**src/rtl/lif_network_param.sv**
```systemverilog
// Parametrised leaky-integrate-and-fire network: N_IN externally driven input
// neurons feed one output neuron through runtime-loadable synaptic weights.
module lif_network_param #(
  parameter int N_IN       = 3,
  parameter int IW         = 4,
  parameter int SW         = 8,
  parameter int WW         = 4,
  parameter int THRESH     = 48,
  parameter int LEAK_SHIFT = 3,
  parameter int REFRAC     = 2,
  parameter logic [N_IN*WW-1:0] WEIGHT_INIT = {4'd3, 4'd4, 4'd5}
) (
  input  logic               i_clk,
  input  logic               i_rst_n,
  input  logic               i_enable,
  input  logic [N_IN*IW-1:0] i_ext_in,
  input  logic               i_w_load_en,
  input  logic [2:0]         i_w_load_idx,
  input  logic [WW-1:0]      i_w_load_data,
  input  logic               i_count_clr,
  output logic [N_IN-1:0]    o_spikes_in,
  output logic               o_spike_out,
  output logic [SW-1:0]      o_state_out,
  output logic               o_in_refrac,
  output logic [7:0]         o_spike_count
);

  localparam int RW = (REFRAC > 0) ? $clog2(REFRAC + 1) : 1;
  // Accumulator wide enough that up to eight weights cannot wrap before saturation.
  localparam int AW = SW + 4;
  localparam logic [SW-1:0] THR   = SW'(THRESH);
  localparam logic [RW-1:0] RINIT = RW'(REFRAC);

  logic [N_IN:0]   w_spk;
  logic [WW-1:0]   w_weight [N_IN];
  logic [AW-1:0]   w_acc;
  logic [SW-1:0]   w_cur_next;
  logic [SW-1:0]   r_cur_o;
  logic [7:0]      r_spike_count;

  genvar gi;

  // Weight registers load independently of enable; out-of-range indices match none.
  generate
    for (gi = 0; gi < N_IN; gi++) begin : g_w
      logic [WW-1:0] r_weight;
      always_ff @(posedge i_clk or negedge i_rst_n) begin
        if (!i_rst_n) begin
          r_weight <= WEIGHT_INIT[gi*WW +: WW];
        end else if (i_w_load_en && (i_w_load_idx == 3'(gi))) begin
          r_weight <= i_w_load_data;
        end
      end
      assign w_weight[gi] = r_weight;
    end
  endgenerate

  always_comb begin
    w_acc = '0;
    for (int i = 0; i < N_IN; i++) begin
      if (w_spk[i]) w_acc = w_acc + AW'(w_weight[i]);
    end
    w_cur_next = (w_acc > AW'({SW{1'b1}})) ? {SW{1'b1}} : w_acc[SW-1:0];
  end

  always_ff @(posedge i_clk or negedge i_rst_n) begin
    if (!i_rst_n) begin
      r_cur_o <= '0;
    end else if (i_enable) begin
      r_cur_o <= w_cur_next;
    end
  end

  // Neurons 0..N_IN-1 are inputs; neuron N_IN is the output neuron driven by cur_o.
  generate
    for (gi = 0; gi <= N_IN; gi++) begin : g_neuron
      logic [SW-1:0] r_state;
      logic [RW-1:0] r_rcnt;
      logic          r_spk;
      logic [SW:0]   w_cur;
      logic [SW:0]   w_sum;
      logic [SW-1:0] w_sat;

      if (gi < N_IN) begin : g_src_ext
        assign w_cur = {{(SW+1-IW){1'b0}}, i_ext_in[gi*IW +: IW]};
      end else begin : g_src_syn
        assign w_cur       = {1'b0, r_cur_o};
        assign o_state_out = r_state;
        assign o_in_refrac = (r_rcnt != '0);
      end

      assign w_sum = {1'b0, r_state} - {1'b0, (r_state >> LEAK_SHIFT)} + w_cur;
      assign w_sat = w_sum[SW] ? {SW{1'b1}} : w_sum[SW-1:0];

      always_ff @(posedge i_clk or negedge i_rst_n) begin
        if (!i_rst_n) begin
          r_state <= '0;
          r_rcnt  <= '0;
          r_spk   <= 1'b0;
        end else if (i_enable) begin
          if (r_rcnt != '0) begin
            r_state <= '0;
            r_rcnt  <= r_rcnt - 1'b1;
            r_spk   <= 1'b0;
          end else if (w_sat >= THR) begin
            r_state <= '0;
            r_rcnt  <= RINIT;
            r_spk   <= 1'b1;
          end else begin
            r_state <= w_sat;
            r_spk   <= 1'b0;
          end
        end else begin
          r_spk <= 1'b0;
        end
      end

      assign w_spk[gi] = r_spk;
    end
  endgenerate

  always_ff @(posedge i_clk or negedge i_rst_n) begin
    if (!i_rst_n) begin
      r_spike_count <= '0;
    end else if (i_count_clr) begin
      r_spike_count <= '0;
    end else if (i_enable && w_spk[N_IN] && (r_spike_count != 8'hFF)) begin
      r_spike_count <= r_spike_count + 8'd1;
    end
  end

  assign o_spikes_in   = w_spk[N_IN-1:0];
  assign o_spike_out   = w_spk[N_IN];
  assign o_spike_count = r_spike_count;

endmodule

```
**config.mk**
```make
export PLATFORM = sky130hd
export DESIGN_NAME = lif_network_param
export DESIGN_NICKNAME = d
export VERILOG_FILES = /design/src/rtl/lif_network_param.sv
export SDC_FILE = /design/constraint.sdc
export NUM_CORES = 1
export LEC_CHECK = 0
export ABC_AREA = 1
export BUFFER_PORTS_ARGS = -buffer_cell sky130_fd_sc_hd__buf_2
export CAP_MARGIN = 20
export CELL_PAD_IN_SITES_DETAIL_PLACEMENT = 1
export CELL_PAD_IN_SITES_GLOBAL_PLACEMENT = 2
export CORE_ASPECT_RATIO = 1.75
export CORE_MARGIN = 5
export CORE_UTILIZATION = 35
export CTS_BUF_LIST = sky130_fd_sc_hd__clkbuf_4
export DETAILED_ROUTE_END_ITERATION = 16
export MAX_ROUTING_LAYER = met4
export PLACE_DENSITY_LB_ADDON = 0.1
export SYNTH_ARGS = -nofsm -noshare
export SYNTH_HDL_FRONTEND = slang
export SYNTH_SLANG_ARGS = --single-unit
```
**constraint.sdc**
```tcl
create_clock -name i_clk -period 2.85 [get_ports i_clk]
set_input_delay 0.7125 -clock i_clk [delete_from_list [all_inputs] [get_ports i_clk]]
set_output_delay 0.7125 -clock i_clk [all_outputs]
set_load 0.01 [all_outputs]
```
==> impl_results.md, run 1 <==
* Status: complete, no violations
* Post-Synth Adder-Cell Area at 18.9%
* Area share of the largest cell type after synthesis at 28.1%
* Sequential-to-total area share from yosys stat at 30.4%
* Arrival @ worst endpoint at 3.02 ns
* CORE AREA at 16400 µm²
* Final Hold Fails at 0
* GRT Util Overall at 16.7%
* Clock Latency Late Sink at 0.43 ns
* 1st-pass router iterations at 4
* Peak Freq at 0.367 GHz
* # DRC at 0
* Hold Crit Class: in -> async
* Largest family of logic cells by synthesized area: simple AND/OR/NAND/NOR gates
* Final weighted congestion of routability-driven global placement at 0.816
* Post-route cell area at 6560 µm²
* Initial Utilization at 35.3%
* Final ANT Viol Nets at 0
* Mux cell area share after synthesis at 0%
* Least-Margin Pin Slew at 0.948 ns
* CTS tree: done
* Die W at 107 µm
* Routed via count at 4961
* Initial antenna violation count at 1
* Clock Skew at 0.0220 ns
* Gr ovfl total at 0
* Most frequent cells in the layout: nand2_1, inv_1, dfrtp_1, ha_1, nand3_1
* CTS Buf Count at 9
* Routed len/inst at 13.9 µm
* Post-Synthesis Cells at 761
* Critical path class: reg -> reg
* First-pass GRT wire length at 25500 µm
* DR iter-0 viols at 83
* Synth Net Count at 861
* Count of cell types in the netlist at 38
* Slew HR at 36.8%
* # setup viols final at 0
* Fin crit period at 2.72 ns
* Compound-Gate Fraction of Synth Area at 11.1%
* Synth Cell Area at 5780 µm²
* Max cap viols at 0
* Vias/cell at 4.70
* Post-Synth XOR/XNOR Area at 2.42%
* Crit path max fanout at 4
* Dpl hpwl at 12000 µm
* Rows at 62
* Die area at 19300 µm²
* IO Pins at 45
* Max clock buf depth at 2
* Synthesized area per cell at 7.60 µm²
* CP Launch Type: flop
* Root Buffer Master: clkbuf_4
* Share of cells above drive strength 1 at 16.0%
* Fin crit share at 95.5%
* Vert. Die Dim at 180 µm
* CP Launch Point: g_w[0].r_weight[0]$_DFFE_PN1P_
* Post-synthesis simple-gate area fraction at 24.8%
* Final slew viol count at 0
* H-tree depth at 3
* Vias in the first global route at 5545
* Yosys warns at 0
* Crit. End Element: flop
* Hold buffer count at cts at 0
* Clk sink count at 70
* Critical path required time at 3.15 ns
* Nets@finish at 925
* Commonest non-fill, non-tap cell in the layout: nand2_1
* Pin count of the biggest net entering global routing at 79
* IO buf count at 44
* R2R Path Start: g_w[0].r_weight[0]$_DFFE_PN1P_
* Synth-to-Final Area Change at 13.4%
* Placement Cell Area at 6350 µm²
* Final wirelength at 14700 µm
* Synth area leader: dfrtp_1
* Register clock-pin slew on the reported worst setup and hold paths at 0.13 ns
* Yosys reg bits at 70
* Leading post-synthesis cells by cell area: dfrtp_1, ha_1, nand2_1
[critical path, stage by stage, from the launching register on]
cell	delay, ns
dfstp_2	0.55
nand2_1	0.06
inv_1	0.06
ha_1	0.16
inv_1	0.06
fa_1	0.39
xor2_1	0.19
o21ai_2	0.22
ha_4	0.25
nand2_1	0.07
nand2_1	0.07
a31oi_2	0.17
nor2_1	0.07
o211ai_1	0.17
o21ai_1	0.10
[kinds of logic after synthesis]
family | Yosys count
buffers and inverters | 185
xor gates and xnor gates | 16
and+or+nand+nor | 308
adders and majority gates | 76
DFF | 70
AOI/OAI and AO/OA | 106
[Yosys cell counts]
library cell  count
clkbuf_2          1
inv_1           173
xor2_1           11
xnor2_1           5
o211ai_1          1
a21oi_4           4
nor3_1            4
nor2_2            3
o21ai_1           4
nand2_2          15
a31oi_1           1
nand2_1         182
o22ai_1          22
nand4_1           4
a21oi_1          16
o21bai_1          1
nor2_4            4
clkbuf_8          1
or2_1             2
nand3_1          46
dfstp_2           5
clkbuf_1          5
o221ai_1          1
o21ai_0          48
a21oi_2           4
nor2_1           31
or2_4             2
ha_1             57
nand3_2           5
buf_2             2
fa_1             19
buf_4             3
dfrtp_1          65
a21o_1            3
nand3b_1          5
nand2_4           1
a21o_2            1
nand3_4           4
[what timing repair did]
item / 4_1_cts / 5_1_grt
gates cloned: 0 / 1
endpoints found under the setup margin: 1 / 11
setup buffers: 0 / 3
gates resized for setup: 2 / 8
pin swaps: 0 / 2
[sequential cells by signal (all words and copies together) (netlist names)]
name and cells:
g_neuron.r_spk 3, o_state_out 8, o_spike_out 1, o_spike_count 8, r_cur_o 6, g_w.r_weight 12, g_neuron.r_state 24, g_neuron.r_rcnt 8
[layer usage]
metal  wire [µm]  vias to the layer above  track usage (%)
met2        8760                       39             33.5
li1            -                     2505                -
met3         268                       13             1.61
met4         231                        0             5.12
met1        5400                     2404             16.1
met5           0                        -                -
[final cells by class]
cell class              count  area [µm²]
flip-flops and latches     70        1760
multi-input cells         507        3350
fillers                  2069        9810
clock buffers               9        67.6
diodes                      1        2.50
repair buffers             64         385
inverters                 173         649
clock inverters             7        65.1
well taps                 224         280
[metrics by stage]
stage,utilization [%],worst slack [ns],hold slack (ns),instances,TNS [ns]
after floorplan,-,0.0865,0.417,761,0
after CTS,39.6,0.00864,0.435,1050,0
after detailed placement,38.8,-0.240,0.472,1034,-3.50
after global placement,38.8,-0.135,0.454,1034,-2.05
final,40.1,0.127,0.425,1055,0
after global routing,40.1,-0.0648,0.490,1055,-0.0984
[final timing paths]
path                                                      to  slack, ns  cells past startpoint
setup / recovery                      r_cur_o[5]$_DFFE_PN0P_       0.13                     14
max in group asynchronous             r_cur_o[5]$_DFFE_PN0P_       1.81                      1
min in group i_clk         g_neuron[2].r_rcnt[0]$_DFFE_PN0P_       0.49                      2
hold reg to reg            g_neuron[2].r_rcnt[0]$_DFFE_PN0P_       0.49                      2
hold / removal                g_w[1].r_weight[0]$_DFFE_PN0P_       0.43                      1
setup reg to reg                      r_cur_o[5]$_DFFE_PN0P_       0.13                     14
Power of run 1 is left out: the tool's default activity adds up to more than one toggle a clock period on the data nets, which glitch-free logic cannot reach.
==> inputs of run 2 (changes only) <==
PLACE_DENSITY = 0.81   (was default)
PLACE_DENSITY_LB_ADDON = default   (was 0.1)
==> impl_results.md, run 2 (synthesis gave the netlist of run 1 again) <==
* # setup viols final at 0 (unchanged)
* Initial antenna violation count at 1 (unchanged)
* Final slew viol count at 0 (unchanged)
* Clock Skew at 0.0166 ns (was 0.0220 ns)
* CP Launch Type: flop (unchanged)
* Clock Latency Late Sink at 0.43 ns (about the same)
* Commonest non-fill, non-tap cell in the layout: nand2_1 (unchanged)
* Final wirelength at 15400 µm (was 14700 µm)
* CORE AREA at 16400 µm² (unchanged)
* Largest regs: g_neuron.r_state x24, g_w.r_weight x12 (unchanged)
* 1st-pass router iterations at 4 (unchanged)
* R2R depth at 14 (unchanged)
* Vias in the first global route at 5559 (was 5545)
* Peak Freq at 0.378 GHz (was 0.367 GHz)
* Final ANT Viol Nets at 0 (unchanged)
* Routed via count at 5089 (was 4961)
* Clk sink count at 70 (unchanged)
* Dpl hpwl at 12900 µm (was 12000 µm)
* Rows at 62 (unchanged)
* Die W at 107 µm (unchanged)
* # DRC at 0 (unchanged)
* Register clock-pin slew on the reported worst setup and hold paths at 0.13 ns (about the same)
* Crit path max fanout at 4 (unchanged)
* Final weighted congestion of routability-driven global placement at 0.795 (was 0.816)
* Vert. Die Dim at 180 µm (unchanged)
* Fin crit period at 2.65 ns (was 2.72 ns)
* Critical path class: reg -> reg (unchanged)
* Max cap viols at 0 (unchanged)
* Share of cells above drive strength 1 at 16.9% (was 16.0%)
* First-pass GRT wire length at 25700 µm (was 25500 µm)
* Placement Cell Area at 6400 µm² (was 6350 µm²)
* Critical path required time at 3.15 ns (about the same)
* Routed len/inst at 14.5 µm (was 13.9 µm)
* IO Pins at 45 (unchanged)
* CTS tree: done (unchanged)
* Setup repair bufs after CTS at 0 (unchanged)
* Root Buffer Master: clkbuf_4 (unchanged)
* Fin crit share at 92.9% (was 95.5%)
* Vias/cell at 4.81 (was 4.70)
* Least-Margin Pin Slew at 0.679 ns (was 0.948 ns)
* Pin count of the biggest net entering global routing at 47 (was 79)
* CP Launch Point: g_w[0].r_weight[0]$_DFFE_PN1P_ (unchanged)
* DR iter-0 viols at 100 (was 83)
* Largest Register: g_neuron.r_state (unchanged)
* Reg2reg setup slack at 0.20 ns (was 0.13 ns)
* R2R Path End: r_cur_o[5]$_DFFE_PN0P_ (unchanged)
* Max clock buf depth at 2 (unchanged)
* Status: complete, no violations (unchanged)
* Post-route cell area at 6620 µm² (was 6560 µm²)
* IO buf count at 44 (unchanged)
* CTS Buf Count at 9 (unchanged)
* Most frequent cells in the layout: nand2_1, inv_1, dfrtp_1, ha_1, nand3_1 (unchanged)
* Crit. End Element: flop (unchanged)
* Final Hold Fails at 0 (unchanged)
* Hold Crit Class: in -> async (unchanged)
* Slew HR at 54.7% (was 36.8%)
* GRT Util Overall at 16.9% (was 16.7%)
* Gr ovfl total at 0 (unchanged)
* Unrepaired setup endpoints after global routing: yes
* Nets@finish at 929 (was 925)
* Arrival @ worst endpoint at 2.95 ns (was 3.02 ns)
* Synth-to-Final Area Change at 14.4% (was 13.4%)
* Largest register FFs at 24 (unchanged)
* R2R Path Start: g_w[0].r_weight[0]$_DFFE_PN1P_ (unchanged)
* Die area at 19300 µm² (unchanged)
* H-tree depth at 3 (unchanged)
* Initial Utilization at 35.3% (unchanged)
-- run 2: metrics by stage --
step	TNS [ns]	setup slack (ns)	cells	hold WS [ns]	util [%]
after floorplan	0	0.0865	761	0.417	-
after global placement	-1.51	-0.115	1041	0.456	39.1
after detailed placement	-4.05	-0.215	1041	0.472	39.1
after CTS	0	0.0119	1057	0.286	40.0
after global routing	-0.0298	-0.0298	1059	0.310	40.4
final	0	0.202	1059	0.294	40.4
-- run 2: worst max-delay path by stage --
stage / cells past startpoint / slack (ns) / end
2_1_floorplan: 14 / 0.09 / g_neuron[0].r_rcnt[1]$_DFFE_PN0P_
3_5_place_dp: 15 / -0.22 / g_neuron[2].r_rcnt[0]$_DFFE_PN0P_
4_1_cts: 14 / 0.01 / r_cur_o[5]$_DFFE_PN0P_
5_1_grt: 14 / -0.03 / r_cur_o[5]$_DFFE_PN0P_
3_3_place_gp: 15 / -0.11 / g_neuron[0].r_rcnt[1]$_DFFE_PN0P_
6_report: 14 / 0.20 / r_cur_o[5]$_DFFE_PN0P_
-- run 2: repair_timing --
action | 4_1_cts | 5_1_grt
hold buffers | 0 | 0
cloned | 0 | 1
gates resized for setup | 2 | 12
pin swaps | 0 | 2
endpoints found under the setup margin | 3 | 11
-- run 2: layout make-up --
type                       count  area, µm²
fill                        2045       9750
timing repair buffer          68        413
clock inverter                 6       62.6
tap                          224        280
antenna                        1       2.50
sequential                    70       1760
multi-input combinational    507       3370
clock buffer                  10       75.1
inverter                     173        649
-- run 2: worst max-delay path: stages (launching register included) --
cell	delay, ns
dfstp_2	0.56
nand2_1	0.08
inv_1	0.07
ha_1	0.16
inv_1	0.06
fa_2	0.35
xor2_1	0.18
o21ai_2	0.21
ha_4	0.25
nand2_1	0.06
nand2_1	0.07
a31oi_4	0.17
nor2_1	0.08
o211ai_1	0.16
o21ai_1	0.09
-- run 2: metal layers --
metal	GRT usage (%)	vias to the layer above	part of all wire, %
met2	34.3	61	60
met3	2.51	15	2.7
met4	4.40	0	1.4
met5	-	-	0
met1	15.9	2493	36
li1	-	2520	-
Power of run 2 is left out for the same reason.
